File: src/rtl/duck_pkg.sv
// Shared types and default constants for the duck-hunt channel controller.
// Every file that needs the channel state enum or the default limits imports this package.
package duck_pkg;

   typedef enum logic [2:0] {
      ST_IDLE,
      ST_SPAWN,
      ST_FLY,
      ST_FALL,
      ST_ESCAPE,
      ST_DONE
   } duck_st_e;

   localparam int DEF_X_MAX         = 1024;
   localparam int DEF_Y_GRASS       = 600;
   localparam int DEF_NOMINAL_V_SPD = 15;
   localparam int DEF_FALL_SPD      = 8;
   localparam int DEF_ESCAPE_FRAMES = 300;

endpackage

File: src/rtl/ctl_duck_ch.sv
// One duck channel: spawn, bouncing flight, hit-fall and escape sequencing.
// Positions advance only on new_frame strobes; game_start restarts the channel from any state.
module ctl_duck_ch
   import duck_pkg::*;
#(
   parameter int X_MAX         = DEF_X_MAX,
   parameter int Y_GRASS       = DEF_Y_GRASS,
   parameter int NOMINAL_V_SPD = DEF_NOMINAL_V_SPD,
   parameter int FALL_SPD      = DEF_FALL_SPD,
   parameter int ESCAPE_FRAMES = DEF_ESCAPE_FRAMES
) (
   input  logic       clk,
   input  logic       rst_n,
   input  logic       new_frame,
   input  logic       game_start,
   input  logic       no_ammo,
   input  logic       hit,
   input  logic       spawn_dir,
   input  logic [4:0] v_spd,
   input  logic [4:0] h_spd,
   input  logic [9:0] start_x,
   output logic [9:0] duck_x,
   output logic [9:0] duck_y,
   output logic       direction,
   output logic       duck_show,
   output logic       duck_hit,
   output logic       duck_escaped,
   output logic       is_done
);

   localparam int          CW       = $clog2(ESCAPE_FRAMES + 1);
   localparam logic [10:0] X_LIM    = 11'(X_MAX);
   localparam logic [10:0] Y_LIM    = 11'(Y_GRASS);
   localparam logic [9:0]  Y_START  = 10'(Y_GRASS);
   localparam logic [10:0] FALL_INC = 11'(FALL_SPD);
   localparam logic [4:0]  V_NOM    = 5'(NOMINAL_V_SPD);
   localparam logic [CW-1:0] ESC_CNT = CW'(ESCAPE_FRAMES);

   duck_st_e      state_q, state_d;
   logic [9:0]    x_q, x_d;
   logic [9:0]    y_q, y_d;
   logic [4:0]    v_q, v_d;
   logic          dir_q, dir_d;
   logic          up_q, up_d;
   logic [CW-1:0] cnt_q, cnt_d;
   logic          hit_q, hit_d;
   logic          esc_q, esc_d;

   logic [10:0]   x_fwd, y_fwd, y_rise, y_fall;
   logic          x_oob, y_bounce, hit_rise;
   logic [CW-1:0] cnt_nxt;

   // 11-bit candidates: a leftward underflow wraps above 2016, so one
   // compare against X_MAX catches both the left and the right wall.
   always_comb begin
      x_fwd    = dir_q ? ({1'b0, x_q} + 11'(h_spd)) : ({1'b0, x_q} - 11'(h_spd));
      y_rise   = {1'b0, y_q} - 11'(v_q);
      y_fall   = {1'b0, y_q} + 11'(v_q);
      y_fwd    = up_q ? y_rise : y_fall;
      x_oob    = (x_fwd >= X_LIM);
      y_bounce = up_q ? y_rise[10] : (y_fall > Y_LIM);
      hit_rise = hit & ~hit_q;
      cnt_nxt  = cnt_q + 1'b1;
   end

   always_comb begin
      state_d = state_q;
      x_d     = x_q;
      y_d     = y_q;
      v_d     = v_q;
      dir_d   = dir_q;
      up_d    = up_q;
      cnt_d   = cnt_q;
      // Edge history tracks the raw input every cycle, so a hit already high
      // when SPAWN runs produces no edge once the duck starts flying.
      hit_d   = hit;
      esc_d   = 1'b0;

      if (game_start) begin
         state_d = ST_SPAWN;
      end else begin
         unique case (state_q)
            ST_SPAWN: begin
               x_d     = start_x;
               y_d     = Y_START;
               up_d    = 1'b1;
               dir_d   = spawn_dir;
               v_d     = (v_spd == '0) ? V_NOM : v_spd;
               cnt_d   = '0;
               state_d = ST_FLY;
            end
            ST_FLY: begin
               if (hit_rise) begin
                  state_d = ST_FALL;
               end else begin
                  if (new_frame) begin
                     if (x_oob) dir_d = ~dir_q;
                     else       x_d   = x_fwd[9:0];
                     if (y_bounce) up_d = ~up_q;
                     else          y_d  = y_fwd[9:0];
                     cnt_d = cnt_nxt;
                  end
                  if (no_ammo || (new_frame && (cnt_nxt >= ESC_CNT)))
                     state_d = ST_ESCAPE;
               end
            end
            ST_ESCAPE: begin
               if (hit_rise) begin
                  state_d = ST_FALL;
               end else if (new_frame) begin
                  if (y_rise[10]) begin
                     esc_d   = 1'b1;
                     state_d = ST_DONE;
                  end else begin
                     y_d = y_rise[9:0];
                  end
               end
            end
            ST_FALL: begin
               if (new_frame) begin
                  if (({1'b0, y_q} + FALL_INC) > Y_LIM) begin
                     y_d     = Y_START;
                     state_d = ST_DONE;
                  end else begin
                     y_d = y_q + FALL_INC[9:0];
                  end
               end
            end
            default: ;
         endcase
      end
   end

   always_ff @(posedge clk or negedge rst_n) begin
      if (!rst_n) begin
         state_q <= ST_IDLE;
         x_q     <= '0;
         y_q     <= '0;
         v_q     <= '0;
         dir_q   <= 1'b0;
         up_q    <= 1'b0;
         cnt_q   <= '0;
         hit_q   <= 1'b0;
         esc_q   <= 1'b0;
      end else begin
         state_q <= state_d;
         x_q     <= x_d;
         y_q     <= y_d;
         v_q     <= v_d;
         dir_q   <= dir_d;
         up_q    <= up_d;
         cnt_q   <= cnt_d;
         hit_q   <= hit_d;
         esc_q   <= esc_d;
      end
   end

   assign duck_x       = x_q;
   assign duck_y       = y_q;
   assign direction    = dir_q;
   assign duck_show    = (state_q == ST_FLY) || (state_q == ST_FALL) || (state_q == ST_ESCAPE);
   assign duck_hit     = (state_q == ST_FALL);
   assign duck_escaped = esc_q;
   assign is_done      = (state_q == ST_DONE);

endmodule

File: src/rtl/ctl_duck_multi.sv
// Multi-duck controller: N_DUCKS independent channels sliced from flat buses.
// The round is done while every channel sits in DONE.
module ctl_duck_multi
   import duck_pkg::*;
#(
   parameter int N_DUCKS       = 2,
   parameter int X_MAX         = DEF_X_MAX,
   parameter int Y_GRASS       = DEF_Y_GRASS,
   parameter int NOMINAL_V_SPD = DEF_NOMINAL_V_SPD,
   parameter int FALL_SPD      = DEF_FALL_SPD,
   parameter int ESCAPE_FRAMES = DEF_ESCAPE_FRAMES
) (
   input  logic                    clk,
   input  logic                    rst_n,
   input  logic                    new_frame,
   input  logic                    game_start,
   input  logic                    no_ammo,
   input  logic [N_DUCKS-1:0]      hit,
   input  logic [N_DUCKS-1:0]      spawn_dir,
   input  logic [5*N_DUCKS-1:0]    v_spd,
   input  logic [5*N_DUCKS-1:0]    h_spd,
   input  logic [10*N_DUCKS-1:0]   start_x,
   output logic [10*N_DUCKS-1:0]   duck_x,
   output logic [10*N_DUCKS-1:0]   duck_y,
   output logic [N_DUCKS-1:0]      direction,
   output logic [N_DUCKS-1:0]      duck_show,
   output logic [N_DUCKS-1:0]      duck_hit,
   output logic [N_DUCKS-1:0]      duck_escaped,
   output logic                    round_done
);

   logic [N_DUCKS-1:0] ch_done;

   for (genvar g = 0; g < N_DUCKS; g++) begin : g_ch
      ctl_duck_ch #(
         .X_MAX         (X_MAX),
         .Y_GRASS       (Y_GRASS),
         .NOMINAL_V_SPD (NOMINAL_V_SPD),
         .FALL_SPD      (FALL_SPD),
         .ESCAPE_FRAMES (ESCAPE_FRAMES)
      ) u_ch (
         .clk          (clk),
         .rst_n        (rst_n),
         .new_frame    (new_frame),
         .game_start   (game_start),
         .no_ammo      (no_ammo),
         .hit          (hit[g]),
         .spawn_dir    (spawn_dir[g]),
         .v_spd        (v_spd[5*g +: 5]),
         .h_spd        (h_spd[5*g +: 5]),
         .start_x      (start_x[10*g +: 10]),
         .duck_x       (duck_x[10*g +: 10]),
         .duck_y       (duck_y[10*g +: 10]),
         .direction    (direction[g]),
         .duck_show    (duck_show[g]),
         .duck_hit     (duck_hit[g]),
         .duck_escaped (duck_escaped[g]),
         .is_done      (ch_done[g])
      );
   end

   assign round_done = &ch_done;

endmodule
File: config.mk
export PLATFORM = sky130hd
export DESIGN_NAME = ctl_duck_multi
export DESIGN_NICKNAME = d
export VERILOG_FILES = /design/src/rtl/duck_pkg.sv /design/src/rtl/ctl_duck_ch.sv /design/src/rtl/ctl_duck_multi.sv
export SDC_FILE = /design/constraint.sdc
export NUM_CORES = 1
export LEC_CHECK = 0
export CORE_MARGIN = 2
export CORE_UTILIZATION = 52
export DETAILED_ROUTE_END_ITERATION = 16
export GPL_TIMING_DRIVEN = 1
export PLACE_DENSITY = 0.87
export REMOVE_ABC_BUFFERS = 1
export SLEW_MARGIN = 20
export SYNTH_ARGS = -nofsm -noshare
export SYNTH_HDL_FRONTEND = slang
export SYNTH_SLANG_ARGS = --single-unit
File: constraint.sdc
create_clock -name clk -period 3.5 [get_ports clk]
set_clock_uncertainty 0.15 [all_clocks]
set_input_delay 0.7 -clock clk [delete_from_list [all_inputs] [get_ports clk]]
set_output_delay 0.7 -clock clk [all_outputs]
set_load 0.05 [all_outputs]
==> out/results.ini <==
[layout]
nets = 1218
regArea_mm2 = 0.002052
final_cell_mix = buf_4 (108), nand2_1 (94), clkdlybuf4s50_1 (86)
drive_above_1_share_pct = 17.38
fillers = 1099
fin_area_mm2 = 0.009947
multi_input_area_mm2 = 0.005316
num_antenna_cells = 0
final_common_cell = buf_4
syn_to_final_growth_pct = 30.11

[synthesis]
yosys.area_share.simple_pct = 21.31
synth_compound_area_share_pct = 25.52
syn_area_mm2 = 0.007645
muxShareOfSynthArea_pct = 6.039
synth_area_leader_cell = dfrtp_1
avgSynthCellArea_um2 = 8.081
ys_seq_area_share_pct = 26.84
synth_top_family_by_area = compound AO/OA/AOI/OAI gates
synthAdderAreaFrac_pct = 9.755
ys_seq_elements = 82
synth_edf_count = 0
async_reset_ff_share_pct = 100.0
synth-xor-area-share_pct = 4.468
yosysTopAreaCellShare_pct = 26.84
yosysUniqueCellTypes = 85
synthCells = 946
yosysWarningCount = 0
synthTopCellsByArea = dfrtp_1 (27%), ha_1 (8.2%), o21ai_0 (4.8%)
synthFlopType = dfrtp_1

[clocking]
clock_latency_ns = 0.35
cts_buffers = 9
cts_htree_levels = 3
holdBufCountCts = 0
clk_pin_slew_worst_paths_ns = 0.06
cts_num_sinks = 82
cts-root-buf = clkbuf_16
cts.path.max_buffers = 2
tritoncts = done

[timing]
hold_viol_final = 0
max_freq_ghz = 0.2901
rsz0062_at_grt = true
finalCriticalPeriod_ns = 3.447
tightest_slew_ns = 0.7954
layout_setup_ws_ns = 0.05332
finalSetupViolCount = 0
slew_violations = 0
finalCritPeriodShare_pct = 98.48
worst_slew_margin_rel_pct = 46.97

[power]
vdd_drop_max_mv = 0.7434
powerDensity_mw_per_mm2 = 1051
leakage_nw = 4.454

[placed_design]
placed_cell_area_mm2 = 0.009228
dpl.hpwl_um = 14900
port_buffers = 97
gp_congestion = 0.9671
pre_cts_slack_ns = -0.8888

[setup_path]
cp.required_ns = 3.58
worst_setup_path_start_kind = input port
crit_fanout = 6
cp-end-kind = flip-flop
rr_startpoint = g_ch[1].u_ch.duck_y[0]$_DFFE_PN0P_
regToRegSetupSlack_ns = 0.19
crit_arrival_ns = 3.52
worst-setup-path-type = in -> reg
reg2regPathDepth = 12
reg2reg_to = g_ch[1].u_ch.duck_y[1]$_DFFE_PN0P_

[route]
drt_wl_total_um = 21240
first_pass_iters = 5
routedWlPerCell_um = 16.34
route.antenna.remaining_nets = 0
drt_iter0_drc = 667
vias_per_cell = 6.047
drc = 0
dr_total_vias = 7861

[die]
initial_core_util_pct = 53.00
die_area_mm2 = 0.01569
fp.coreArea_mm2 = 0.01442
fp.dieH_um = 125.3
core.rowCount = 44
dieWidth_um = 125.3
pin_count = 98

[global_routing]
antenna_found_initial = 0
use_met3_pct = 3.937
grt_pass1_vias = 7490
met2_usage_pct = 45.01
grt_pass1_wl_um = 35330
top_usage_layer = met2
grt-ovfl-total = 0
gr-usage-all-layers_pct = 26.48
use_met1_pct = 35.08
grt_max_degree = 53

[status]
status = finished clean

[hold_path]
hold_path_class = in -> async

[run]
max_cap_viol_count = 0

## where the power goes
part / internal [mW] / switching (mW) / leakage [nW]
Clock: 0.636 / 0.402 / 0.151
Sequential: 1.28 / 0.498 / 1.01
Combinational: 3.44 / 4.20 / 3.29
## registers in the layout, indices dropped and copies added, names as in the netlist
name and count:
g_ch.u_ch.direction 2, g_ch.u_ch.state_q 6, g_ch.u_ch.duck_escaped 2, g_ch.u_ch.duck_x 20, g_ch.u_ch.v_q 10, g_ch.u_ch.duck_y 20
g_ch.u_ch.cnt_q 18, g_ch.u_ch.hit_q 2, g_ch.u_ch.up_q 2
## timing repair
action,in CTS,in global routing
setup endpoints to repair,22,40
pin swaps,13,17
resized for setup,36,39
buffers inserted,14,11
gates cloned,0,0
## routing by layer
layer,up-vias,wire length [um]
met2,293,10440
met3,52,1193
li1,3801,-
met1,3715,9105
met4,0,499
met5,-,0
## critical path, cell delays in order
cell and delay [ns]:
buf_8 0.10, inv_4 0.05, ha_4 0.19, mux2_4 0.28, fa_2 0.38, a21o_1 0.18, a21oi_2 0.15, o211ai_1 0.13
a31o_2 0.28, a21oi_2 0.16, xor2_1 0.23, a2bb2oi_2 0.21, buf_6 0.18, mux2_4 0.30
## synth_stat cells, drive strengths merged (11+ instances only)
library cell	count
mux2	26
ha	50
a21o	16
xnor2	19
o31ai	16
clkbuf	26
nor2b	15
nand2	95
dfrtp	82
nand2b	18
a31oi	20
nor3	26
o21bai	11
a21oi	64
o21ai	79
xor2	20
mux2i	12
nand3	31
inv	52
nor2	80
o211ai	12
buf	27
## kinds of logic after synthesis
kind of cell               after synthesis
muxes                                   40
buffers and inverters                  105
AOI/OAI and AO/OA                      295
xor gates and xnor gates                39
and+or+nand+nor                        329
DFF                                     82
adders and majority gates               56
## final cells by class
| cell class | count | share of cell area (%) |
|---|---|---|
| Multi-Input combinational cell | 759 | 53.45 |
| Timing Repair Buffer | 209 | 18.50 |
| Clock inverter | 3 | 0.6541 |
| Sequential cell | 82 | 20.63 |
| Tap cell | 184 | 2.314 |
| Inverter | 52 | 2.013 |
| Clock buffer | 11 | 2.440 |
## how the worst max path moves through the flow
stage / startpoint / endpoint / slack (ns) / cells after the start
after global placement: h_spd[1] / g_ch[0].u_ch.duck_x[6]$_DFFE_PN0P_ / -0.82 / 14
after CTS: h_spd[0] / g_ch[0].u_ch.duck_x[6]$_DFFE_PN0P_ / -0.01 / 14
after global routing: h_spd[1] / g_ch[0].u_ch.duck_x[5]$_DFFE_PN0P_ / -0.05 / 14
after floorplan: h_spd[0] / g_ch[0].u_ch.duck_x[0]$_DFFE_PN0P_ / -0.41 / 12
after detailed placement: h_spd[0] / g_ch[0].u_ch.duck_x[5]$_DFFE_PN0P_ / -0.89 / 14
final: h_spd[1] / g_ch[0].u_ch.duck_x[5]$_DFFE_PN0P_ / 0.05 / 14
## per-stage QoR
stage / setup TNS (ns) / utilization [%] / instances / total power [mW] / hold WS [ns]
6_report: 0 / 68.96 / 1300 / 10.45 / 0.2327
3_5_place_dp: -16.10 / 63.97 / 1261 / 8.685 / 0.3583
5_1_grt: -0.3069 / 68.96 / 1300 / 11.18 / 0.2938
3_3_place_gp: -13.85 / 63.97 / 1261 / 8.529 / 0.3400
2_1_floorplan: -6.020 / - / 893 / 6.346 / 0.2544
4_1_cts: -0.02868 / 67.60 / 1289 / 10.06 / 0.2654
Note: power is estimated with default switching activity, not from simulation.
